$ cat config.mk
export PLATFORM = sky130hd
export DESIGN_NAME = lc3_isdu
export DESIGN_NICKNAME = d
export VERILOG_FILES = /design/src/rtl/lc3_pkg.sv /design/src/rtl/lc3_isdu_wait_ctr.sv /design/src/rtl/lc3_isdu.sv
export SDC_FILE = /design/constraint.sdc
export NUM_CORES = 1
export LEC_CHECK = 0
export ABC_AREA = 1
export CAP_MARGIN = 15
export CELL_PAD_IN_SITES_DETAIL_PLACEMENT = 1
export CELL_PAD_IN_SITES_GLOBAL_PLACEMENT = 2
export CORE_MARGIN = 4
export CORE_UTILIZATION = 17
export DETAILED_ROUTE_END_ITERATION = 10
export PLACE_DENSITY_LB_ADDON = 0.1
export SYNTH_ARGS = -nofsm -noshare
export SYNTH_HDL_FRONTEND = slang
export SYNTH_SLANG_ARGS = --single-unit
$ cat constraint.sdc
create_clock -name Clk -period 1.18 [get_ports Clk]
set_input_delay 0.177 -clock Clk [delete_from_list [all_inputs] [get_ports Clk]]
set_output_delay 0.177 -clock Clk [all_outputs]
set_load 0.03 [all_outputs]
$ cat src/rtl/lc3_pkg.sv
// Shared LC-3 encodings: opcodes, datapath mux selects and ISDU state codes.
package lc3_pkg;

  localparam logic [3:0] OP_BR    = 4'b0000;
  localparam logic [3:0] OP_ADD   = 4'b0001;
  localparam logic [3:0] OP_JSR   = 4'b0100;
  localparam logic [3:0] OP_AND   = 4'b0101;
  localparam logic [3:0] OP_LDR   = 4'b0110;
  localparam logic [3:0] OP_STR   = 4'b0111;
  localparam logic [3:0] OP_NOT   = 4'b1001;
  localparam logic [3:0] OP_JMP   = 4'b1100;
  localparam logic [3:0] OP_PAUSE = 4'b1101;

  localparam logic [1:0] PCMUX_INC  = 2'b00;
  localparam logic [1:0] PCMUX_BUS  = 2'b01;
  localparam logic [1:0] PCMUX_ADDR = 2'b10;

  localparam logic [1:0] ADDR2_ZERO  = 2'b00;
  localparam logic [1:0] ADDR2_OFF6  = 2'b01;
  localparam logic [1:0] ADDR2_OFF9  = 2'b10;
  localparam logic [1:0] ADDR2_OFF11 = 2'b11;

  localparam logic [1:0] ALUK_ADD   = 2'b00;
  localparam logic [1:0] ALUK_AND   = 2'b01;
  localparam logic [1:0] ALUK_NOT   = 2'b10;
  localparam logic [1:0] ALUK_PASSA = 2'b11;

  localparam logic [4:0] ST_HALTED = 5'd0;
  localparam logic [4:0] ST_S18    = 5'd1;
  localparam logic [4:0] ST_S33    = 5'd2;
  localparam logic [4:0] ST_S35    = 5'd3;
  localparam logic [4:0] ST_S32    = 5'd4;
  localparam logic [4:0] ST_S01    = 5'd5;
  localparam logic [4:0] ST_S05    = 5'd6;
  localparam logic [4:0] ST_S09    = 5'd7;
  localparam logic [4:0] ST_S00    = 5'd8;
  localparam logic [4:0] ST_S22    = 5'd9;
  localparam logic [4:0] ST_S12    = 5'd10;
  localparam logic [4:0] ST_S04    = 5'd11;
  localparam logic [4:0] ST_S21    = 5'd12;
  localparam logic [4:0] ST_S06    = 5'd13;
  localparam logic [4:0] ST_S07    = 5'd14;
  localparam logic [4:0] ST_S25    = 5'd15;
  localparam logic [4:0] ST_S27    = 5'd16;
  localparam logic [4:0] ST_S23    = 5'd17;
  localparam logic [4:0] ST_S16    = 5'd18;
  localparam logic [4:0] ST_PAUSE1 = 5'd19;
  localparam logic [4:0] ST_PAUSE2 = 5'd20;

  typedef enum logic [4:0] {
    HALTED = ST_HALTED, S18 = ST_S18, S33 = ST_S33, S35 = ST_S35,
    S32 = ST_S32, S01 = ST_S01, S05 = ST_S05, S09 = ST_S09,
    S00 = ST_S00, S22 = ST_S22, S12 = ST_S12, S04 = ST_S04,
    S21 = ST_S21, S06 = ST_S06, S07 = ST_S07, S25 = ST_S25,
    S27 = ST_S27, S23 = ST_S23, S16 = ST_S16,
    PAUSE1 = ST_PAUSE1, PAUSE2 = ST_PAUSE2
  } state_t;

  // States that hold the SRAM strobes for MEM_WAIT cycles.
  function automatic logic is_wait_state(state_t s);
    return (s == S33) || (s == S25) || (s == S16);
  endfunction

endpackage

$ cat src/rtl/lc3_isdu_wait_ctr.sv
// Loadable down-counter that timestamps SRAM strobe duration; done while zero.
module isdu_wait_ctr #(
  parameter int W = 4
) (
  input  logic         clk,
  input  logic         reset,
  input  logic         load,
  input  logic [W-1:0] load_val,
  output logic         done
);

  logic [W-1:0] count;

  always_ff @(posedge clk) begin
    if (reset)
      count <= '0;
    else if (load)
      count <= load_val;
    else if (count != '0)
      count <= count - 1'b1;
  end

  assign done = (count == '0);

endmodule

$ cat src/rtl/lc3_isdu.sv
// LC-3 instruction sequencer: Moore FSM driving datapath loads, gates, selects and SRAM strobes.
// Define ISDU_SINGLE_STEP_EN to pause after every executed instruction.
module lc3_isdu
  import lc3_pkg::*;
#(
  parameter int MEM_WAIT = 3,
  parameter int STATE_W  = 5
) (
  input  logic               Clk,
  input  logic               Reset,
  input  logic               Run,
  input  logic               Continue,
  input  logic [3:0]         Opcode,
  input  logic               IR_5,
  input  logic               IR_11,
  input  logic               BEN,
  output logic               LD_MAR,
  output logic               LD_MDR,
  output logic               LD_IR,
  output logic               LD_BEN,
  output logic               LD_CC,
  output logic               LD_REG,
  output logic               LD_PC,
  output logic               LD_LED,
  output logic               GatePC,
  output logic               GateMDR,
  output logic               GateALU,
  output logic               GateMARMUX,
  output logic [1:0]         PCMUX,
  output logic [1:0]         ADDR2MUX,
  output logic [1:0]         ALUK,
  output logic               DRMUX,
  output logic               SR1MUX,
  output logic               SR2MUX,
  output logic               ADDR1MUX,
  output logic               MARMUX,
  output logic               MIO_EN,
  output logic               Mem_CE,
  output logic               Mem_UB,
  output logic               Mem_LB,
  output logic               Mem_OE,
  output logic               Mem_WE,
  output logic [STATE_W-1:0] State
);

  localparam logic [3:0] WAIT_RELOAD = 4'(MEM_WAIT - 1);

  state_t state, state_nxt;
  logic   wait_done, wait_load, led_en;

`ifdef ISDU_SINGLE_STEP_EN
  localparam state_t EXEC_DONE = PAUSE1;
  logic step_pause;

  // Remembers whether PAUSE1 was reached by single-stepping rather than a PAUSE opcode.
  always_ff @(posedge Clk) begin
    if (Reset)
      step_pause <= 1'b0;
    else if (state_nxt == PAUSE1 && state != PAUSE1)
      step_pause <= (state != S32);
  end

  assign led_en = ~step_pause;
`else
  localparam state_t EXEC_DONE = S18;
  assign led_en = 1'b1;
`endif

  always_ff @(posedge Clk) begin
    if (Reset)
      state <= HALTED;
    else
      state <= state_nxt;
  end

  assign wait_load = is_wait_state(state_nxt) && (state_nxt != state);

  isdu_wait_ctr #(.W(4)) u_wait_ctr (
    .clk      (Clk),
    .reset    (Reset),
    .load     (wait_load),
    .load_val (WAIT_RELOAD),
    .done     (wait_done)
  );

  always_comb begin
    state_nxt = state;
    case (state)
      HALTED: if (Run) state_nxt = S18;
      S18:    state_nxt = S33;
      S33:    if (wait_done) state_nxt = S35;
      S35:    state_nxt = S32;
      S32: begin
        case (Opcode)
          OP_ADD:   state_nxt = S01;
          OP_AND:   state_nxt = S05;
          OP_NOT:   state_nxt = S09;
          OP_BR:    state_nxt = S00;
          OP_JMP:   state_nxt = S12;
          OP_JSR:   state_nxt = S04;
          OP_LDR:   state_nxt = S06;
          OP_STR:   state_nxt = S07;
          OP_PAUSE: state_nxt = PAUSE1;
          default:  state_nxt = S18;
        endcase
      end
      S01, S05, S09, S22, S12, S21, S27: state_nxt = EXEC_DONE;
      S00:    state_nxt = BEN ? S22 : EXEC_DONE;
      S04:    state_nxt = S21;
      S06:    state_nxt = S25;
      S07:    state_nxt = S23;
      S25:    if (wait_done) state_nxt = S27;
      S23:    state_nxt = S16;
      S16:    if (wait_done) state_nxt = EXEC_DONE;
      PAUSE1: if (Continue) state_nxt = PAUSE2;
      PAUSE2: if (!Continue) state_nxt = S18;
      default: state_nxt = HALTED;
    endcase
  end

  always_comb begin
    LD_MAR = 1'b0; LD_MDR = 1'b0; LD_IR = 1'b0; LD_BEN = 1'b0;
    LD_CC = 1'b0; LD_REG = 1'b0; LD_PC = 1'b0; LD_LED = 1'b0;
    GatePC = 1'b0; GateMDR = 1'b0; GateALU = 1'b0; GateMARMUX = 1'b0;
    PCMUX = PCMUX_INC; ADDR2MUX = ADDR2_ZERO; ALUK = ALUK_ADD;
    DRMUX = 1'b0; SR1MUX = 1'b0; SR2MUX = 1'b0; ADDR1MUX = 1'b0;
    MARMUX = 1'b0; MIO_EN = 1'b0;
    Mem_OE = 1'b1; Mem_WE = 1'b1;
    case (state)
      S18: begin GatePC = 1'b1; LD_MAR = 1'b1; LD_PC = 1'b1; end
      S33, S25: begin Mem_OE = 1'b0; MIO_EN = 1'b1; LD_MDR = 1'b1; end
      S35: begin GateMDR = 1'b1; LD_IR = 1'b1; end
      S32: LD_BEN = 1'b1;
      S01, S05: begin
        SR1MUX = 1'b1; SR2MUX = IR_5;
        ALUK = (state == S05) ? ALUK_AND : ALUK_ADD;
        GateALU = 1'b1; LD_REG = 1'b1; LD_CC = 1'b1;
      end
      S09: begin
        SR1MUX = 1'b1; ALUK = ALUK_NOT; GateALU = 1'b1; LD_REG = 1'b1; LD_CC = 1'b1;
      end
      S22: begin ADDR2MUX = ADDR2_OFF9; PCMUX = PCMUX_ADDR; LD_PC = 1'b1; end
      S12: begin
        SR1MUX = 1'b1; ALUK = ALUK_PASSA; GateALU = 1'b1; PCMUX = PCMUX_BUS; LD_PC = 1'b1;
      end
      S04: begin GatePC = 1'b1; DRMUX = 1'b1; LD_REG = 1'b1; end
      S21: begin
        LD_PC = 1'b1;
        if (IR_11) begin
          ADDR2MUX = ADDR2_OFF11; PCMUX = PCMUX_ADDR;
        end else begin
          SR1MUX = 1'b1; ALUK = ALUK_PASSA; GateALU = 1'b1; PCMUX = PCMUX_BUS;
        end
      end
      S06, S07: begin
        ADDR1MUX = 1'b1; SR1MUX = 1'b1; ADDR2MUX = ADDR2_OFF6; GateMARMUX = 1'b1; LD_MAR = 1'b1;
      end
      S27: begin GateMDR = 1'b1; LD_REG = 1'b1; LD_CC = 1'b1; end
      S23: begin ALUK = ALUK_PASSA; GateALU = 1'b1; LD_MDR = 1'b1; end
      S16: Mem_WE = 1'b0;
      PAUSE1: LD_LED = led_en;
      default: ;
    endcase
  end

  assign Mem_CE = 1'b0;
  assign Mem_UB = 1'b0;
  assign Mem_LB = 1'b0;
  assign State  = STATE_W'(state);

endmodule

* Word level (Yosys, flattened, before mapping)
Memories as Yosys holds them, arrays and structs flattened.
Cells that the tools add are included.
** Cells by class
- Add/subtract/negate cells :: 1
- Equality and inequality tests :: 24
- Muxes and demuxes :: 36
- Reductions and logical operators :: 22
** Operators with widths (count)
- $pmux 5 s15 :: 1
- $eq 5x4->1 const B :: 9
- $eq 5x5->1 const B :: 6
- $mux 5 :: 6
- $eq 5x3->1 const B :: 4
- $mux 1 :: 18
- $eq 5x2->1 const B :: 3
- $reduce_or 2->1 :: 7
- $pmux 2 s3 :: 2
- $mux 2 :: 5
- $reduce_or 5->1 :: 2
- $pmux 2 s4 :: 1
- $reduce_or 4->1 :: 2
- $reduce_or 7->1 :: 1
- $reduce_or 3->1 :: 2
- $reduce_or 6->1 :: 1
- $eq 5x1->1 const B :: 1
- $logic_not 5->1 :: 1
- $ne 5x5->1 :: 1
- $logic_not 4->1 :: 1
- $mux 4 :: 1
- $pmux 1 s2 :: 2
- $reduce_bool 4->1 :: 1
- $sub 4x1->4 const B :: 1
- 3 further kinds :: 4
** Word-level totals
- Flip-flop bits (word level) :: 9
- ROM bits :: 80
- Input bits :: 11
- Output and inout bits :: 34
- Memories kept :: 1
** Memories
- (no name shown) :: depth 16, bits a word 5, read ports 1, clocked after Yosys merged registers in 0, wr ports 0, RTL line lc3_isdu.sv:94 : case (Opcode)

* Logic depth before layout (Yosys ltp)
- Depth in word-level cells :: 8
- Depth in mapped cells :: 9

* By module
A second synthesis with hierarchy kept.
** Second synthesis, totals
- Cell total of the unflattened synthesis :: 208
- Area, all modules :: 1093.5 µm²
** Modules (own cells, without submodules)
- lc3_isdu :: instances 1, cells each 168, area each 845.8 µm²
- isdu_wait_ctr :: instances 1, cells each 40, area each 247.7 µm²

* Worst setup path before layout
No wires, ideal clock.
- Kind :: register to output
- From :: register state[3], in the netlist State[3]
- To :: output LD_MDR
- Data arrival time :: 1.790 ns
- Required time :: 1.003 ns
- Slack :: -0.787 ns
- Cell stages (with the launch flop) :: 7
- Cell sequence :: dfxtp_1 -> nand2_1 -> nor2_2 -> nand2_1 -> nand2_1 -> inv_1 -> nand2_1
** On the way
- Word-level cells in the longest chain between the ends :: 3
- Elaborated cells on any way between the ends :: 5
- Those cells by class :: 3 x eq/ne; 1 x mux; 1 x reduce/logical
** RTL lines
- start: declaration :: RTL line lc3_isdu.sv:48 : state_t state, state_nxt;
- start signal: assignment :: RTL line lc3_isdu.sv:73 : state <= state_nxt;
- $eq 5x4->1 (tied with other cells) :: RTL line lc3_isdu.sv:129 : case (state)
- $reduce_or 3->1 (no line) *
- $mux 1 * :: RTL line lc3_isdu.sv:129
- end: declaration :: RTL line lc3_isdu.sv:18 : output logic LD_MDR,
Mark *: on every way between the ends. The rest lies on a longest branch, timed or not.

* Worst setup path after layout
- From :: register state[2], in the netlist State[2]
- To :: output ALUK[0]
** On the way
- Word-level cells in the longest chain between the ends :: 3
- Elaborated cells on any way between the ends :: 10
- Those cells by class :: 6 x eq/ne; 2 x mux; 2 x reduce/logical
** RTL lines
- $eq 5x3->1 (tied with other cells) :: RTL line lc3_isdu.sv:129, lc3_isdu.sv:136
- $mux 1 or $reduce_or 2->1 (tied branches)
- $pmux 2 s4 * :: RTL line lc3_isdu.sv:129
- end: declaration :: RTL line lc3_isdu.sv:31 : output logic [1:0] ALUK,
Marked as above.

==> results.ini <==
[grt]
antenna_found_initial = 0
grt_max_degree = 8
track_usage = 0.145
overflow = 0
grt_pass1_wl_mm = 8.17
grt_pass1_vias = 1657

[sta]
hold_viol_final = 0
slew_violations = 0
rsz0062_at_grt = true
fin_hold_ws_ns = 0.542
min_period_ns = 1.65
skew_ns = 0.00455
tns_ns = -11.99
fin_ws_ns = -0.473
finalCritPeriodShare = 1.40
setup_viol = 34
fmax_mhz = 605

[clock_network]
clkTransAtPathRegs_ns = 0.05
clk_latency_ns = 0.23
cts_buffers = 3
ctsHoldBuffers = 0
cts_tree = yes
root_buffer = clkbuf_8
clockBufferDepth = 2
htreeDepth = 1
clock-sinks = 9

[hold_path]
hp-class = flip-flop to flip-flop
hold_depth = 2

[die]
dieArea_sq_mm = 0.00697
io_pins = 45
start_util = 0.176
die_x_microns = 83.5
core-area_sq_mm = 0.00551
rows = 27
die_y_microns = 83.5

[critical_path]
start_kind = flip-flop
worst-r2r-cell-count = 11
critical_path_class = flip-flop to output port
cp_data_arrival_time_ns = 1.48
crit_path_max_fanout = 5
crit_path_end_kind = output port
cp.required_ns = 1.00

[outcome]
violations = negative setup slack
status = complete, but fails checks

[drt]
wl_per_cell_microns = 14.1
drt-pass1-iter-count = 4
vias = 1521
vias_per_cell = 4.23
ant_nets = 0
drt-total-wl_mm = 5.09
drc = 0
drtIter0Drc = 31

[pwr]
max-vdd-ir-drop_uv = 598
p_per_area_mw_per_mm2 = 1230
p_leak_nw = 1.31

[final_layout]
nets = 300
num_antenna_cells = 0
design_area_sq_mm = 0.00256
area_growth_syn_to_layout_pct = 165
utilization = 0.466
drive_above_1_share = 0.618

[logic_synthesis]
synth_commonest_cells = nand2_1 (53), nor2_1 (30), inv_1 (26), nand3_1 (19)
synthFlopType = dfxtp_1
netlist-cell-type-count = 21
async_reset_ff_frac = 0
synth_area_leaders = nand2_1 (21%), dfxtp_1 (19%), nor2_1 (12%)
synth.top_cell.area_share = 0.205
synth_area_sq_um = 968
yosys_warnings = 0
yosysMostFrequentCell = nand2_1
synth_edf_count = 0
yosysTopAreaCell = nand2_1
synth.avg_cell_area_sq_um = 5.35
synth-seq-cells = 9
synthCells = 181
synth_seq_area_share = 0.186

[placed_design]
portBuffers = 40
place.gp.congestion = 0.803
placed_area_sq_mm = 0.00192
place_ws_ns = -0.337
hpwl_mm = 4.05

[flow_run]
cap_violations = 0

[worst paths after layout]
| check | slack [ns] | end | startpoint |
|---|---|---|---|
| setup / recovery | -0.47 | ALUK[0] | State[2]$_SDFF_PP0_ |
| hold / removal | 0.54 | u_wait_ctr.count[0]$_SDFFE_PP0N_ | u_wait_ctr.count[0]$_SDFFE_PP0N_ |
| setup reg to reg | -0.32 | State[2]$_SDFF_PP0_ | State[2]$_SDFF_PP0_ |
| hold reg to reg | 0.54 | u_wait_ctr.count[0]$_SDFFE_PP0N_ | u_wait_ctr.count[0]$_SDFFE_PP0N_ |
[timing repair]
item,4_1_cts,5_1_grt
setup endpoints to repair,34,35
resized for setup,82,26
setup buffers,17,10
pin swaps,19,21
hold endpoints to repair,0,0
[power breakdown]
part           internal, mW  switching [mW]
Combinational          1.12            1.27
Clock                 0.235           0.119
Sequential            0.358          0.0372
[stage by stage]
step	total power, mW	instances
floorplan	1.27	184
global placement	2.03	329
detailed placement	2.07	329
CTS	2.98	350
global route	3.36	360
finish	3.14	360
[metal layers]
layer  global-route usage  vias to the layer above  wire (microns)
li1                     -                      780               -
met3               0.0128                        4             151
met2                0.294                       32            2920
met4               0.0307                        0              26
met5                    0                        -               0
met1                0.159                      705            1990
[sequential cells by signal, indices dropped and copies added (netlist names)]
register          flops
State                 5
u_wait_ctr.count      4
[layout by cell type (no fill, tap or decap), types with 2 or more instances in the layout]
| cell | count |
|---|---|
| buf_4 | 45 |
| buf_6 | 42 |
| nand2_1 | 31 |
| inv_1 | 18 |
| nor2_1 | 15 |
| nor2_4 | 11 |
| nand2_4 | 11 |
| nand2_2 | 10 |
| nor2_2 | 10 |
| clkdlybuf4s50_1 | 10 |
| nand3_1 | 9 |
| nand3_4 | 6 |
| buf_12 | 6 |
| dfxtp_4 | 5 |
| nand3_2 | 5 |
| a21oi_1 | 5 |
| inv_4 | 4 |
| inv_2 | 4 |
| o21ai_4 | 4 |
| nand4_1 | 4 |
| o21ai_0 | 4 |
| conb_1 | 4 |
| dfxtp_1 | 4 |
| clkbuf_8 | 3 |
| inv_6 | 2 |
| nand2_8 | 2 |
| nor3_2 | 2 |
| buf_8 | 2 |
[layout make-up]
class / instances / area [sq um]
clock buffers: 4 / 45.0
multi-input cells: 141 / 1040
inverters: 28 / 125
flip-flops and latches: 9 / 199
well taps: 72 / 90.1
repair buffers: 106 / 1070
fillers: 672 / 2940
[worst max-delay path, stage by stage (launching register included)]
cell	delay, ns
dfxtp_4	0.37
nand2_2	0.09
nor2_4	0.28
nand3_2	0.15
nand2_4	0.10
inv_4	0.06
nand3_4	0.07
buf_6	0.13
[kinds of logic after synthesis]
kind of cell    synth area share
compound gates            0.0930
buf+inv                    0.161
flops                      0.186
other cells              0.00387
simple gates               0.556
Power figures use the tool's default switching activity.
